File: config.mk
export PLATFORM = sky130hd
export DESIGN_NAME = key_debounce
export DESIGN_NICKNAME = d
export VERILOG_FILES = /design/src/rtl/key_debounce.sv
export SDC_FILE = /design/constraint.sdc
export NUM_CORES = 1
export LEC_CHECK = 0
export ABC_CLOCK_PERIOD_IN_PS = 2600
export CAP_MARGIN = 25
export CORE_MARGIN = 1.5
export CORE_UTILIZATION = 45
export DETAILED_ROUTE_END_ITERATION = 7
export PLACE_DENSITY = 0.7
export SYNTH_ARGS = -nofsm -noshare
export SYNTH_HDL_FRONTEND = slang
export SYNTH_SLANG_ARGS = --single-unit
File: constraint.sdc
create_clock -name key_clk -period 2.6 [get_ports key_clk]
set_input_delay 0.52 -clock key_clk [delete_from_list [all_inputs] [get_ports key_clk]]
set_output_delay 0.52 -clock key_clk [all_outputs]
set_load 0.03 [all_outputs]
File: src/rtl/key_debounce.sv
// rtl/key_debounce.sv - push-button synchroniser, debounce FSM, press pulse, pending flag and press counter
// Optional auto-repeat while held: define KEY_REPEAT_EN.
`timescale 1ns/1ps
module key_debounce #(
   parameter int DEBOUNCE_CYCLES = 500000,
   parameter int CNT_WIDTH       = 20,
   parameter int REPEAT_DELAY    = 10000000,
   parameter int REPEAT_PERIOD   = 2500000
) (
   input  logic       key_clk,
   input  logic       keyrst,
   input  logic       key_in,
   input  logic       key_clr,
   output logic       key_level,
   output logic       key_press,
   output logic       key_pending,
   output logic [7:0] key_count
);

   typedef enum logic [1:0] {IDLE, PRESS_WAIT, PRESSED, RELEASE_WAIT} state_t;

   localparam logic [CNT_WIDTH-1:0] CNT_LAST = CNT_WIDTH'(DEBOUNCE_CYCLES - 1);
   localparam logic [CNT_WIDTH-1:0] CNT_ONE  = CNT_WIDTH'(1);

   if (DEBOUNCE_CYCLES < 2 || (longint'(1) << CNT_WIDTH) <= longint'(DEBOUNCE_CYCLES) ||
       REPEAT_DELAY < 1 || REPEAT_PERIOD < 1) begin : g_bad_params
      $error("key_debounce: invalid parameter set");
   end

   state_t               r_state;
   logic                 r_s1;
   logic                 r_s2;
   logic [CNT_WIDTH-1:0] r_cnt;
   logic                 r_level;
   logic                 r_press;
   logic                 r_pending;
   logic [7:0]           r_count;
   logic                 w_rep_fire;

`ifdef KEY_REPEAT_EN
   localparam int REP_MAX = (REPEAT_DELAY > REPEAT_PERIOD) ? REPEAT_DELAY : REPEAT_PERIOD;
   localparam int REP_W   = $clog2(REP_MAX + 1);
   localparam logic [REP_W-1:0] REP_DELAY_LAST  = REP_W'(REPEAT_DELAY - 1);
   localparam logic [REP_W-1:0] REP_PERIOD_LAST = REP_W'(REPEAT_PERIOD - 1);

   logic [REP_W-1:0] r_rcnt;
   logic             r_rep_first;   // still timing the initial delay rather than the period

   assign w_rep_fire = (r_state == PRESSED) && r_s2 &&
                       (r_rcnt == (r_rep_first ? REP_DELAY_LAST : REP_PERIOD_LAST));

   always_ff @(posedge key_clk or posedge keyrst) begin
      if (keyrst) begin
         r_rcnt      <= '0;
         r_rep_first <= 1'b1;
      end else if (r_state != PRESSED || !r_s2) begin
         r_rcnt      <= '0;
         r_rep_first <= 1'b1;
      end else if (w_rep_fire) begin
         r_rcnt      <= '0;
         r_rep_first <= 1'b0;
      end else begin
         r_rcnt <= r_rcnt + 1'b1;
      end
   end
`else
   assign w_rep_fire = 1'b0;
`endif

   always_ff @(posedge key_clk or posedge keyrst) begin
      if (keyrst) begin
         r_s1      <= 1'b0;
         r_s2      <= 1'b0;
         r_state   <= IDLE;
         r_cnt     <= '0;
         r_level   <= 1'b0;
         r_press   <= 1'b0;
         r_pending <= 1'b0;
         r_count   <= 8'h00;
      end else begin
         r_s1    <= key_in;
         r_s2    <= r_s1;
         r_press <= 1'b0;
         case (r_state)
            IDLE: begin
               if (r_s2) begin
                  r_state <= PRESS_WAIT;
                  r_cnt   <= CNT_ONE;
               end else begin
                  r_cnt <= '0;
               end
            end
            PRESS_WAIT: begin
               if (!r_s2) begin
                  r_state <= IDLE;
                  r_cnt   <= '0;
               end else if (r_cnt == CNT_LAST) begin
                  r_state <= PRESSED;
                  r_level <= 1'b1;
                  r_press <= 1'b1;
                  r_cnt   <= '0;
               end else begin
                  r_cnt <= r_cnt + 1'b1;
               end
            end
            PRESSED: begin
               if (!r_s2) begin
                  r_state <= RELEASE_WAIT;
                  r_cnt   <= CNT_ONE;
               end else if (w_rep_fire) begin
                  r_press <= 1'b1;
               end
            end
            RELEASE_WAIT: begin
               if (r_s2) begin
                  r_state <= PRESSED;
                  r_cnt   <= '0;
               end else if (r_cnt == CNT_LAST) begin
                  r_state <= IDLE;
                  r_level <= 1'b0;
                  r_cnt   <= '0;
               end else begin
                  r_cnt <= r_cnt + 1'b1;
               end
            end
            default: begin
               r_state <= IDLE;
               r_cnt   <= '0;
            end
         endcase
         // Pending and count follow the registered pulse, so a clear in the pulse cycle loses to the set.
         if (r_press) begin
            r_pending <= 1'b1;
            r_count   <= r_count + 8'd1;
         end else if (key_clr) begin
            r_pending <= 1'b0;
         end
      end
   end

   assign key_level   = r_level;
   assign key_press   = r_press;
   assign key_pending = r_pending;
   assign key_count   = r_count;

endmodule

# [Yosys cells after proc, flatten, opt, wreduce, memory -nomap -nowiden]
# Index checks and enable logic that the tools add are counted.
[word_totals] ff_bits=35 input_bits=4
[op_classes] add_sub_neg=2 n_eq_ne=12 n_mux=23 n_reduce_logical=5
[op_table] operator="2-to-1 mux 20 bit" n=4
[op_table] operator="case mux 20 bit (4 select lines)" n=1
[op_table] operator="adder 20 x 1 -> 20 bit (second input constant)" n=1
[op_table] operator="== test 20 x 19 -> 1 bit (second input constant)" n=1
[op_table] operator="2-to-1 mux 2 bit" n=6
[op_table] operator="inequality test 2 bit (second input constant)" n=6
[op_table] operator="2-to-1 mux 1 bit" n=10
[op_table] operator="adder 8 x 1 -> 8 bit (second input constant)" n=1
[op_table] operator="case mux 2 bit (4 select lines)" n=1
[op_table] operator="inequality test 3 bit (second input constant)" n=2
[op_table] operator="AND reduction 5 bit" n=1
[op_table] operator="== test 2 bit (second input constant)" n=2
[op_table] operator="AND reduction 4 bit" n=1
[op_table] operator="nonzero test 2 bit" n=2
[op_table] operator="== test 2 x 1 -> 1 bit (second input constant)" n=1
[op_table] operator="logical NOT 2 bit" n=1
[op_table] operator="case mux 1 bit (2 select lines)" n=1

# [Logic depth before layout (Yosys ltp)]
# Gate-level depths: netlist of run 1.
[depth] word_depth=4 depth_mapped=8

# [Least setup slack after synthesis of run 1]
# OpenSTA, ideal clock, no wires.
[synth_timing] path_kind="register to register" from="reg r_cnt[0]" to="reg r_cnt[18]" t_arrival_ns=1.760 t_required_ns=2.531 slack_ns=0.771 stages_incl_launch_ff=9 synth_period_minus_slack_ns=1.829 path_cell_list="dfrtp_1 -> ha_1 -> and4_1 -> buf_4 -> and3_1 -> buf_4 -> nand4_4 -> or4_1 -> nand3_1"
[synth_via] elab_chain_len=4 word_cells_on_any_way=6 classes_between="1 x add/sub; 1 x eq/ne; 4 x mux"
[synth_lines] element="from (decl)" line="33" text="logic [CNT_WIDTH-1:0] r_cnt;"
[synth_lines] element="from (signal assigned)" line="103" text="r_cnt <= r_cnt + 1'b1;"
[synth_lines] element="from (signal assigned)" line="123" text="r_cnt <= r_cnt + 1'b1;"
[synth_lines] element="adder 20 x 1 -> 20 bit or == test 20 x 19 -> 1 bit (tied branches)"
[synth_lines] element="2-to-1 mux 20 bit (*)" line="97, 118"
[synth_lines] element="2-to-1 mux 20 bit (on tied branches)" line="115, 94"
[synth_lines] element="case mux 20 bit (4 select lines) (*)" line="84" text="case (r_state)"
# Mark *: on every way between the ends. The rest lies on a longest branch, timed or not.
# A chain may end at the register's enable or synchronous reset.

# [Worst setup path after layout of run 1]
# Same ends and word-level chain as after synthesis.

==> flow_summary.json, run 1 <==
{
  "status": "finished clean",
  "hp-class": "reg2reg",
  "ys_top_cells_by_count": "35 x dfrtp_1, 27 x nand2_1, 22 x nand3_1",
  "max_slew_margin": 0.581,
  "pre_cts_ws_ns": 0.543,
  "ys_async_sr_fraction": 1.00,
  "crit_start": "r_cnt[0]",
  "ctsResizeCount": 0,
  "drc": 0,
  "wl_per_cell_um": 15.0,
  "worstSetupStartpointType": "flop",
  "grt_pass1_wl_um": 6470,
  "finalWorstSetupSlack_ns": 0.533,
  "postCtsHoldBufs": 0,
  "fmax_ghz": 0.484,
  "crit_path_end_kind": "flop",
  "cts_buffers": 5,
  "n_antenna_cell": 0,
  "postLayoutCoreUtil": 0.554,
  "clk_latency_ns": 0.29,
  "clock-sinks": 35,
  "synthDominantCellAreaShare": 0.498,
  "num_rows": 22,
  "wirelength_um": 3710,
  "worstPathRequired_ns": 2.82,
  "tns_ns": 0,
  "critPathMaxStageDelay_ns": 0.48,
  "synth_edf_count": 0,
  "grtUsageTotal": 0.201,
  "die_area_um2": 4290,
  "max_cap_viol_count": 0,
  "synth_area_leaders": "dfrtp_1 50%, nand3_1 6.3%, nand2_1 5.8%, and4_1 3.0%, xnor2_1 3.0%",
  "start_util": 0.473,
  "leakage_nw": 0.971,
  "clk_pin_slew_ns": 0.07,
  "gp_congestion": 0.886,
  "grt_max_degree": 36,
  "synth_seq_cells": 35,
  "clock_skew_ns": 0.0117,
  "syn_to_final_growth_pct": 17.1,
  "syn_area_um2": 1760,
  "period_share": 0.795,
  "min_period_ns": 2.07,
  "ys.flop_type": "dfrtp_1",
  "routed-via-count": 1463,
  "worstPathCellList": "ha_1, and4_1, and3_1, nand4_4, or4_1, nand3_1",
  "synth_seq_area_share": 0.498,
  "postCtsSetupBuffers": 0,
  "peakVddDrop_v": 0.000338,
  "pin_count": 15,
  "clockRootBuffer": "clkbuf_8",
  "grt_pass1_vias": 1461,
  "grt-ovfl-total": 0,
  "cp.arrival_ns": 2.29,
  "slowest_stage": "or4_1",
  "syn_area_per_cell_um2": 9.71,
  "yosysWarnings": 0,
  "grt_setup_unrepaired": "no",
  "critical-path-top-delay-family": "simple AND/OR/NAND/NOR gates",
  "netlist_instances": 181,
  "via_per_inst": 5.92,
  "cts_tree": "done",
  "dr.pass1.iters": 4,
  "worst_pin_slew_ns": 0.629,
  "finalSetupViolCount": 0,
  "synth_fp_nets": 187,
  "final_max_slew_viol_count": 0,
  "design.core.area_um2": 3720,
  "hold_viol": 0,
  "yosysMostFrequentCell": "dfrtp_1",
  "timing.rr.start": "r_cnt[0]",
  "power.density_nw_per_um2": 527,
  "synth_cell_types": 35,
  "synth_area_leader_cell": "dfrtp_1",
  "clk_path_buf_depth": 2,
  "numPortBuffers": 14,
  "drive_gt1_frac": 0.0754,
  "cp_max_fo": 6,
  "postRouteAntennaNets": 0,
  "die_width_um": 65.5,
  "grt_antenna_before_repair": 0,
  "dp_hpwl_um": 2600,
  "cts.htree.levels": 2,
  "final_nets": 204,
  "drt_iter0_drc": 125,
  "path_buf_inv": 0,
  "critical_path_class": "reg2reg",
  "die_h_um": 65.5,
  "worstHoldStart": "r_s1"
}
worst paths after layout:
check | slack, ns | to | cells after the start
worst min register to register | 0.36 | r_s2 | 0
worst max-delay path | 0.53 | r_cnt[18] | 6
min in group asynchronous | 0.62 | key_count[6] | 3
worst min-delay path | 0.36 | r_s2 | 0
worst max register to register | 0.53 | r_cnt[18] | 6
max in group asynchronous | 1.65 | r_cnt[5] | 3
per-layer routing:
| metal | share of wire | GRT usage | vias up |
|---|---|---|---|
| met4 | 0.015 | 0.128 | 0 |
| li1 | - | - | 699 |
| met1 | 0.43 | 0.229 | 707 |
| met3 | 0.052 | 0.0634 | 6 |
| met5 | 0 | 0 | - |
| met2 | 0.50 | 0.324 | 51 |
cell type report:
| cell class | count | area [um^2] |
|---|---|---|
| Timing Repair Buffer | 18 | 170 |
| Sequential cell | 35 | 876 |
| Clock buffer | 5 | 68.8 |
| Multi-Input combinational cell | 134 | 825 |
| Fill cell | 331 | 1660 |
| Clock inverter | 3 | 43.8 |
| Inverter | 4 | 15.0 |
| Tap cell | 48 | 60.1 |
kinds of logic (layout without fill, tap and decap cells):
| kind of cell | count (synthesis) | count (layout) | share of synthesized area |
|---|---|---|---|
| and+or+nand+nor | 93 | 93 | 0.292 |
| muxes | 1 | 1 | 0.00641 |
| buffers and inverters | 12 | 30 | 0.0327 |
| DFF | 35 | 35 | 0.498 |
| AOI/OAI and AO/OA | 29 | 29 | 0.112 |
| xor gates and xnor gates | 9 | 9 | 0.0448 |
| adders and majority gates | 2 | 2 | 0.0142 |
report_power, final:
group	total, W	internal [W]	switching [W]
combinational	0.0000410	0.0000152	0.0000258
clock	0.000490	0.000285	0.000204
sequential	0.000554	0.000548	0.00000556
total	0.00108	0.000849	0.000236
registers in the layout, indices dropped and copies added (netlist names), named ones only:
register     cells
key_level        1
r_s2             1
key_pending      1
r_state          1
r_cnt           20
key_count        8
key_press        1
r_s1             1
cells in the final DEF (no fill, tap or decap):
cell type and n:
o211ai_1 1, nand3_1 22, nand4_4 1, o21ai_0 4, o21ai_1 5, and4_1 6, o221a_2 1, a2bb2oi_1 1
and2_1 3, clkbuf_8 5, nand3b_1 1, clkdlybuf4s50_1 14, dfrtp_1 35, clkinv_2 1, o31ai_1 1, buf_4 4
a31oi_1 3, nor2b_1 2, nand2_1 27, or3_1 6, o311ai_1 4, mux2_2 1, bufinv_16 1, or4_1 1
inv_1 4, a21oi_1 3, nor4b_1 2, clkinv_4 1, and3_1 8, nor3_1 2, ha_1 2, a21o_1 4
and4b_1 1, nand4_1 6, nor2_1 5, xnor2_1 6, a22o_1 2, xor2_1 3
worst register-to-register path, stage by stage, from the launching register on:
cell     delay, ns
dfrtp_1       0.41
ha_1          0.22
and4_1        0.31
and3_1        0.36
nand4_4       0.14
or4_1         0.48
nand3_1       0.09
metrics by stage:
stage,total power [W],hold WS [ns],instance area (um^2),std cells
after floorplan,0.000589,0.331,1760,181
after global placement,0.000605,0.340,1950,239
after global routing,0.00113,0.364,2060,247
final,0.00108,0.358,2060,247
after CTS,0.00110,0.360,2060,247
after detailed placement,0.000606,0.343,1950,239
(Power assumes the default switching activity.)
==> run 2, diff against run 1 <==
--- a/config.mk
+++ b/config.mk
@@ -5,12 +5,12 @@
 export SDC_FILE = /design/constraint.sdc
 export NUM_CORES = 1
 export LEC_CHECK = 0
-export ABC_CLOCK_PERIOD_IN_PS = 2600
+export ABC_CLOCK_PERIOD_IN_PS = 1700
 export CAP_MARGIN = 25
 export CORE_MARGIN = 1.5
 export CORE_UTILIZATION = 45
 export DETAILED_ROUTE_END_ITERATION = 7
-export PLACE_DENSITY = 0.7
+export PLACE_DENSITY = 0.72
 export SYNTH_ARGS = -nofsm -noshare
 export SYNTH_HDL_FRONTEND = slang
 export SYNTH_SLANG_ARGS = --single-unit
==> constraint.sdc (replaced) <==
create_clock -name key_clk -period 1.7 [get_ports key_clk]
set_input_delay 0.34 -clock key_clk [delete_from_list [all_inputs] [get_ports key_clk]]
set_output_delay 0.34 -clock key_clk [all_outputs]
set_load 0.03 [all_outputs]
==> flow_summary.json, run 2 (synthesis gave the netlist of run 1 again) <==
{
  "dr.pass1.iters": 5,
  "grt_setup_unrepaired": "yes",
  "numPortBuffers": 14,
  "cp.arrival_ns": 1.91,
  "clockRootBuffer": "clkbuf_8",
  "drt_iter0_drc": 126,
  "power.density_nw_per_um2": 663,
  "postCtsHoldBufs": 0,
  "worstRegToRegCells": 7,
  "layout_commonest_cell": "dfrtp_1",
  "drc": 0,
  "postRouteAntennaNets": 0,
  "pre_cts_ws_ns": -0.0832,
  "peakVddDrop_v": 0.000496,
  "fmax_ghz": 0.580,
  "largest_reg_flops": 20,
  "cp_max_fo": 7,
  "final_max_slew_viol_count": 0,
  "failed_checks": "setup timing",
  "leakage_nw": 1.28,
  "dp_hpwl_um": 3030,
  "routed-via-count": 1574,
  "wl_per_cell_um": 15.5,
  "worstSetupStartpointType": "flop",
  "grt_max_degree": 36,
  "cts_tree": "done",
  "clock_skew_ns": 0.00262,
  "grtUsageTotal": 0.223,
  "placed_cells": 271,
  "gp_congestion": 0.903,
  "grt_pass1_wl_um": 7060,
  "clock-sinks": 35,
  "status": "finished, violations left",
  "hp-class": "reg2reg",
  "grt_antenna_before_repair": 0,
  "die_h_um": 65.5,
  "n_antenna_cell": 0,
  "clk_latency_ns": 0.29,
  "clk_path_buf_depth": 2,
  "cts_buffers": 5,
  "die_width_um": 65.5,
  "worst_pin_slew_ns": 0.633,
  "final_cell_mix": "35 x dfrtp_1, 34 x buf_4, 27 x nand2_1, 21 x nand3_1, 7 x and3_1",
  "worstPathRequired_ns": 1.89,
  "largest_register": "r_cnt",
  "min_period_ns": 1.72,
  "die_area_um2": 4290,
  "via_per_inst": 5.60,
  "grt_pass1_vias": 1481,
  "worstHoldPathCells": 0,
  "fill_cells": 279,
  "pin_count": 15,
  "hold_ws_ns": 0.357,
  "drive_gt1_frac": 0.275,
  "syn_to_final_growth_pct": 37.1,
  "period_share": 1.01,
  "grt-ovfl-total": 0,
  "hold_viol": 0,
  "cts.htree.levels": 2,
  "critical_path_class": "reg2reg",
  "final_nets": 238,
  "crit_path_end_kind": "flop",
  "finalWorstSetupSlack_ns": -0.0235,
  "clk_pin_slew_ns": 0.07,
  "postLayoutCoreUtil": 0.648,
  "layout.cells.non_filler": 281,
  "max_cap_viol_count": 0,
  "num_rows": 22,
  "start_util": 0.473,
  "wirelength_um": 4360,
  "finalSetupViolCount": 7,
  "design.core.area_um2": 3720,
  "max_slew_margin": 0.578
}
==> run 2: cell count changes in the layout (fill, tap and decap cells not counted), sizes merged <==
cell	change
buf	+34
bufinv	-1
clkbuf	+1
clkdlybuf4s50	-11
clkinv	-1
clkinvlp	+1
dlygate4sd2	+5
dlymetal6s2s	+6
==> run 2: critical path, stage by stage (launching register included) <==
cell	delay, ns
dfrtp_1	0.42
ha_4	0.17
and4_4	0.24
nand4_1	0.18
o21ai_2	0.22
buf_4	0.18
nor3_1	0.05
a21o_1	0.15
==> run 2: per-stage QoR <==
step	TNS, ns	cell area, um^2	power (W)
final	-0.0874	2410	0.00160
after floorplan	-0.0438	1790	0.000903
after global routing	-0.699	2410	0.00165
after global placement	-0.163	2200	0.000946
after CTS	-0.0126	2330	0.00160
after detailed placement	-0.313	2200	0.000947
==> run 2: timing repair <==
action | 4_1_cts | 5_1_grt
gates resized for setup | 13 | 17
endpoints found under the setup margin | 19 | 24
setup buffers | 0 | 2
pin swaps | 3 | 5
==> run 2: worst paths after layout <==
path / start / end / slack, ns
setup reg to reg: r_cnt[0] / r_cnt[11] / -0.02
max in group asynchronous: keyrst / r_state[0] / 0.94
hold / removal: r_s1 / r_s2 / 0.36
min in group asynchronous: keyrst / r_cnt[12] / 0.45
hold reg to reg: r_s1 / r_s2 / 0.36
setup / recovery: r_cnt[0] / r_cnt[11] / -0.02
==> run 2: final cells by class <==
type                       count  area (um^2)  share of cell area
timing repair buffer          52          449               0.186
clock buffer                   6         82.6              0.0343
clock inverter                 2         16.3             0.00675
inverter                       4         15.0             0.00623
tap                           48         60.1              0.0249
multi-input combinational    134          911               0.378
sequential                    35          876               0.363
==> run 2: where the power goes <==
group | switching (W) | internal [W] | total, W
combinational | 0.0000504 | 0.0000442 | 0.0000946
clock | 0.000325 | 0.000331 | 0.000656
sequential | 0.00000787 | 0.000839 | 0.000847
total | 0.000383 | 0.00121 | 0.00160
==> run 2: metal layers <==
metal	track usage	vias up	routed length (um)
met2	0.348	45	2180
met4	0.0885	0	70
met5	0	-	0
li1	-	764	-
met1	0.298	757	1910
met3	0.0582	8	202
